**src/rtl/mac_ctrl.sv**
```systemverilog
// Sequencing controller and round-robin two-port arbiter for the combinational 3x3 matrix MAC.
// Optional completed-operation counter is built only when MAC_CTRL_PERF_EN is defined.
module mac_ctrl #(
   parameter int unsigned DATA_WIDTH = 72,
   parameter int unsigned LATENCY    = 2     // MAC settle cycles, 1..15
) (
   input  logic                  clk_i,
   input  logic                  rst_ni,
   input  logic                  req0_valid_i,
   output logic                  req0_ready_o,
   input  logic [DATA_WIDTH-1:0] req0_mat_a_i,
   input  logic [DATA_WIDTH-1:0] req0_mat_b_i,
   input  logic [1:0]            req0_op_i,
   input  logic                  req1_valid_i,
   output logic                  req1_ready_o,
   input  logic [DATA_WIDTH-1:0] req1_mat_a_i,
   input  logic [DATA_WIDTH-1:0] req1_mat_b_i,
   input  logic [1:0]            req1_op_i,
   output logic [DATA_WIDTH-1:0] mac_mat_a_o,
   output logic [DATA_WIDTH-1:0] mac_mat_b_o,
   output logic [1:0]            mac_op_o,
   input  logic [DATA_WIDTH-1:0] mac_result_i,
   output logic                  rsp_valid_o,
   input  logic                  rsp_ready_i,
   output logic                  rsp_id_o,
   output logic [DATA_WIDTH-1:0] rsp_result_o,
   output logic                  rsp_err_o,
   output logic                  busy_o,
   output logic [31:0]           perf_ops_o
);

   typedef enum logic [1:0] {
      IDLE = 2'd0,
      BUSY = 2'd1,
      DONE = 2'd2
   } state_t;

   localparam logic [1:0] OP_ILLEGAL = 2'b11;
   localparam logic [3:0] CNT_LOAD   = 4'(LATENCY - 1);

   state_t                state, state_nxt;
   logic [3:0]            cnt;
   logic                  rr_ptr;
   logic                  grant_vld;
   logic                  grant_id;
   logic [DATA_WIDTH-1:0] sel_a;
   logic [DATA_WIDTH-1:0] sel_b;
   logic [1:0]            sel_op;

   logic [DATA_WIDTH-1:0] mat_a_p0;
   logic [DATA_WIDTH-1:0] mat_b_p0;
   logic [1:0]            op_p0;
   logic                  id_p1;
   logic [DATA_WIDTH-1:0] result_p1;
   logic                  err_p1;
   logic                  vld_p1;

   // Arbitration: only in IDLE; a lone valid wins, a tie goes to the pointer's port.
   always_comb begin
      grant_vld = 1'b0;
      grant_id  = 1'b0;
      if (state == IDLE) begin
         if (req0_valid_i && req1_valid_i) begin
            grant_vld = 1'b1;
            grant_id  = rr_ptr;
         end else if (req0_valid_i) begin
            grant_vld = 1'b1;
            grant_id  = 1'b0;
         end else if (req1_valid_i) begin
            grant_vld = 1'b1;
            grant_id  = 1'b1;
         end
      end
   end

   assign req0_ready_o = grant_vld && !grant_id;
   assign req1_ready_o = grant_vld &&  grant_id;

   always_comb begin
      sel_a  = req0_mat_a_i;
      sel_b  = req0_mat_b_i;
      sel_op = req0_op_i;
      if (grant_id) begin
         sel_a  = req1_mat_a_i;
         sel_b  = req1_mat_b_i;
         sel_op = req1_op_i;
      end
   end

   always_comb begin
      state_nxt = state;
      case (state)
         IDLE: begin
            if (grant_vld) begin
               state_nxt = (sel_op == OP_ILLEGAL) ? DONE : BUSY;
            end
         end
         BUSY: begin
            if (cnt == 4'd0) begin
               state_nxt = DONE;
            end
         end
         DONE: begin
            if (rsp_ready_i) begin
               state_nxt = IDLE;
            end
         end
         default: state_nxt = IDLE;
      endcase
   end

   always_ff @(posedge clk_i) begin
      if (!rst_ni) begin
         state  <= IDLE;
         cnt    <= 4'd0;
         rr_ptr <= 1'b0;
      end else begin
         state <= state_nxt;
         if (state == IDLE && grant_vld) begin
            rr_ptr <= ~grant_id;
            cnt    <= CNT_LOAD;
         end else if (state == BUSY && cnt != 4'd0) begin
            cnt <= cnt - 4'd1;
         end
      end
   end

   // Stage p0: operands latched on accept and held on the MAC inputs through the settle window.
   always_ff @(posedge clk_i) begin
      if (!rst_ni) begin
         mat_a_p0 <= '0;
         mat_b_p0 <= '0;
         op_p0    <= 2'b00;
      end else if (state == IDLE && grant_vld) begin
         mat_a_p0 <= sel_a;
         mat_b_p0 <= sel_b;
         op_p0    <= sel_op;
      end
   end

   // Stage p1: response buffer, filled at the end of the settle window or directly for illegal ops.
   always_ff @(posedge clk_i) begin
      if (!rst_ni) begin
         id_p1     <= 1'b0;
         result_p1 <= '0;
         err_p1    <= 1'b0;
      end else begin
         if (state == IDLE && grant_vld) begin
            id_p1 <= grant_id;
            if (sel_op == OP_ILLEGAL) begin
               result_p1 <= '0;
               err_p1    <= 1'b1;
            end
         end else if (state == BUSY && cnt == 4'd0) begin
            result_p1 <= mac_result_i;
            err_p1    <= 1'b0;
         end
      end
   end

   assign vld_p1       = (state == DONE);
   assign mac_mat_a_o  = mat_a_p0;
   assign mac_mat_b_o  = mat_b_p0;
   assign mac_op_o     = op_p0;
   assign rsp_valid_o  = vld_p1;
   assign rsp_id_o     = id_p1;
   assign rsp_result_o = result_p1;
   assign rsp_err_o    = err_p1;
   assign busy_o       = (state != IDLE);

`ifdef MAC_CTRL_PERF_EN
   logic [31:0] perf_cnt;

   function automatic logic [31:0] sat_inc(input logic [31:0] v);
      return (v == 32'hFFFF_FFFF) ? v : v + 32'd1;
   endfunction

   always_ff @(posedge clk_i) begin
      if (!rst_ni) begin
         perf_cnt <= 32'd0;
      end else if (vld_p1 && rsp_ready_i) begin
         perf_cnt <= sat_inc(perf_cnt);
      end
   end

   assign perf_ops_o = perf_cnt;
`else
   assign perf_ops_o = 32'd0;
`endif

endmodule

```
**config.mk**
```make
export PLATFORM = sky130hd
export DESIGN_NAME = mac_ctrl
export DESIGN_NICKNAME = d
export VERILOG_FILES = /design/src/rtl/mac_ctrl.sv
export SDC_FILE = /design/constraint.sdc
export NUM_CORES = 1
export LEC_CHECK = 0
export ABC_AREA = 1
export BUFFER_PORTS_ARGS = -buffer_cell sky130_fd_sc_hd__buf_2
export CORE_AREA = 2 2 246 248
export DETAILED_ROUTE_END_ITERATION = 6
export DIE_AREA = 0 0 248 250
export HOLD_SLACK_MARGIN = 0.05
export PLACE_DENSITY_LB_ADDON = 0.1
export SLEW_MARGIN = 20
export SYNTH_ARGS = -nofsm -noshare
export SYNTH_HDL_FRONTEND = slang
export SYNTH_SLANG_ARGS = --single-unit
```
**constraint.sdc**
```tcl
create_clock -name clk_i -period 2.3 [get_ports clk_i]
set_input_delay 0.23 -clock clk_i [delete_from_list [all_inputs] [get_ports clk_i]]
set_output_delay 0.23 -clock clk_i [all_outputs]
set_load 0.03 [all_outputs]
```
==> flow_summary.json <==
{
  "final_max_slew_viol_count": 0,
  "clock_sinks": 227,
  "skew_ns": 0.0153,
  "synth_top_area_share_pct": 46.5,
  "wirelength_mm": 50.3,
  "vias": 12500,
  "grt_pass1_vias": 12500,
  "grt_pass1_wl_mm": 70.8,
  "synth_top_cell_by_area": "dfxtp_1",
  "io_buffers": 592,
  "power.leakage_nw": 10.2,
  "clockBufferDepth": 3,
  "viasPerCell": 3.89,
  "clkLatencyLatePin_ns": 0.57,
  "arrival_ns": 2.72,
  "syn_area_per_cell_um2": 6.73,
  "layout-drive-gt1-share_pct": 28.3,
  "maxSlewHeadroom_pct": 57.5,
  "crit_slowest_cell": "dlygate4sd3_1",
  "antenna_found_initial": 13,
  "fp.dieW_um": 248,
  "synth_top_flop_cell": "dfxtp_1",
  "synth_edf_count": 0,
  "crit_type": "reg -> reg",
  "slowest_delay_ns": 0.59,
  "syn_to_final_growth_pct": 89.5,
  "netlist_top_cells_area": "dfxtp_1 47%, nand2_1 27%, nand3_1 11%",
  "cp_common_cell": "buf_12",
  "yosysSeqAreaShare_pct": 46.5,
  "htree_levels": 1,
  "synth.cell_area_um2": 9760,
  "drtIter0Drc": 329,
  "finalHoldViolCount": 0,
  "drt_pass1_iterations": 6,
  "path_cells": "nor2_4, buf_6, nand2_8, nor2_4, buf_12, buf_12, buf_12, nand2_1, a31oi_1, dlygate4sd3_1",
  "globalplace.congestion": 0.796,
  "grtUsageTotal_pct": 14.5,
  "fin_crit_sh_pct": 96.3,
  "design_area_um2": 18500,
  "fin_util_pct": 31.1,
  "crit_required_ns": 2.80,
  "antenna_left": 0,
  "synth-seq-cells": 227,
  "hp-class": "in -> reg",
  "tightest_slew_ns": 0.637,
  "cts-root-buf": "clkbuf_16",
  "io_pins": 625,
  "path_buf_inv": 5,
  "syn_inst": 1450,
  "maxCapViolations": 0,
  "fmax_mhz": 452,
  "die_h_um": 250,
  "async_flop_share_pct": 0,
  "die_area_um2": 62000,
  "period_minus_slack_ns": 2.21,
  "cpLargestDelayFamily": "buffers and inverters",
  "initial_core_util_pct": 16.4,
  "power_density_nw_per_um2": 873,
  "synthMostInstantiatedCell": "nand2_1",
  "placed_cell_area_um2": 13500,
  "design.core.area_um2": 59600,
  "wl_per_cell_um": 15.7,
  "synth_cell_types": 25,
  "drc": 0,
  "run_status": "finished clean",
  "grt_overflow_total": 0,
  "cts_tree": "done",
  "end_kind": "register",
  "setup_violations": 0,
  "cts_inserted_buffers": 30,
  "ys_warn_count": 0,
  "critPathLaunchType": "register",
  "path_clk_slew_ns": 0.06,
  "synthTopCellsByCount": "698 x nand2_1, 227 x dfxtp_1, 205 x nand3_1, 144 x inv_1, 45 x buf_2",
  "rows": 90,
  "dp_hpwl_mm": 32.6,
  "crit_fanout": 13,
  "layout.nets": 2764,
  "vdd_drop_max_uv": 597,
  "grt_start_max_net_pins": 124
}
[per-stage QoR]
stage / power (mW) / setup WS, ns / hold slack, ns / TNS (ns) / std cells
2_1_floorplan: 8.18 / 0.891 / 0.341 / 0 / 1481
3_3_place_gp: 9.99 / 0.523 / 0.422 / 0 / 2758
3_5_place_dp: 9.99 / 0.480 / 0.426 / 0 / 2758
4_1_cts: 15.9 / 0.0237 / 0.119 / 0 / 3179
5_1_grt: 17.2 / -0.0211 / 0.177 / -0.306 / 3203
6_report: 16.2 / 0.0852 / 0.179 / 0 / 3205
[logic make-up (layout without fill, tap and decap cells)]
kind of cell,after synthesis,count (layout),share of synthesized area [%]
other,1,42,0.0384
AND/OR/NAND/NOR,915,915,38.3
adder cells (fa/ha/maj),1,1,0.128
flip-flops,227,227,46.5
XOR/XNOR,1,1,0.0897
buffers and inverters,262,1194,12.3
AO/OA/AOI/OAI,43,43,2.63
[state kept, by name (all words and copies together), names as in the netlist]
signal        count
mac_mat_a_o      72
mac_mat_b_o      72
rsp_result_o     72
cnt               4
mac_op_o          2
state             2
rr_ptr            1
rsp_err_o         1
rsp_id_o          1
[cell usage in the layout, fill, tap and decap left out, types with 2 or more instances in the layout]
cell type	netlist	layout
nor2_1	3	3
buf_12	0	11
clkinv_2	0	3
a31oi_1	7	7
nand3_1	205	205
buf_6	0	5
diode_2	0	10
inv_1	144	144
nand2_1	698	698
conb_1	1	32
clkbuf_16	0	36
clkbuf_1	25	7
nor2_4	2	3
buf_2	45	590
clkbuf_8	0	8
buf_16	0	4
buf_4	42	12
dlygate4sd3_1	0	369
a21oi_1	18	18
a22oi_1	11	11
nand4_1	2	2
o21ai_0	5	5
dfxtp_1	227	226
[final timing paths]
kind | startpoint | end | slack, ns | cells after the start
setup / recovery | state[0] | mac_mat_b_o[56] | 0.09 | 10
hold reg to reg | cnt[2] | cnt[2] | 0.44 | 1
hold / removal | req1_op_i[0] | state[1] | 0.18 | 5
setup reg to reg | state[0] | mac_mat_b_o[56] | 0.09 | 10
[area by class of cell]
type	count	area, um^2
diodes	10	25.0
repair buffers	998	7300
clock buffers	46	912
multi-input cells	992	4170
clock inverters	5	31.3
fillers	6596	41100
well taps	782	978
inverters	145	552
flip-flops and latches	227	4550
[routing by layer]
metal  vias up  share of wire [%]  track usage, %  wire length, um
li1       6274                  -               -                -
met1      5699                 40            16.1            20300
met2       420                 49            26.3            24700
met3        62                8.3            5.00             4160
met4         4                2.2            3.58             1110
met5         -              0.042               0               21
[power by group]
group | switching [mW] | leakage, nW | total [mW] | internal, mW
Combinational | 3.97 | 7.91 | 6.76 | 2.79
Clock | 1.86 | 0.464 | 4.55 | 2.69
Sequential | 0.303 | 1.86 | 4.84 | 4.54
[worst min-delay path: cells and delay by family]
family / cells / cell delay, ns
simple gates: 3 / 0.31
buf+inv: 1 / 0.10
compound gates: 1 / 0.06
[repair_timing]
action,CTS,global route
hold buffers,369,0
endpoints found under the setup margin,1,70
pin swaps,0,3
gates resized for setup,2,13
hold endpoints to repair,220,0
gates cloned,1,9
buffers inserted,0,7
Power figures use the tool's default switching activity.
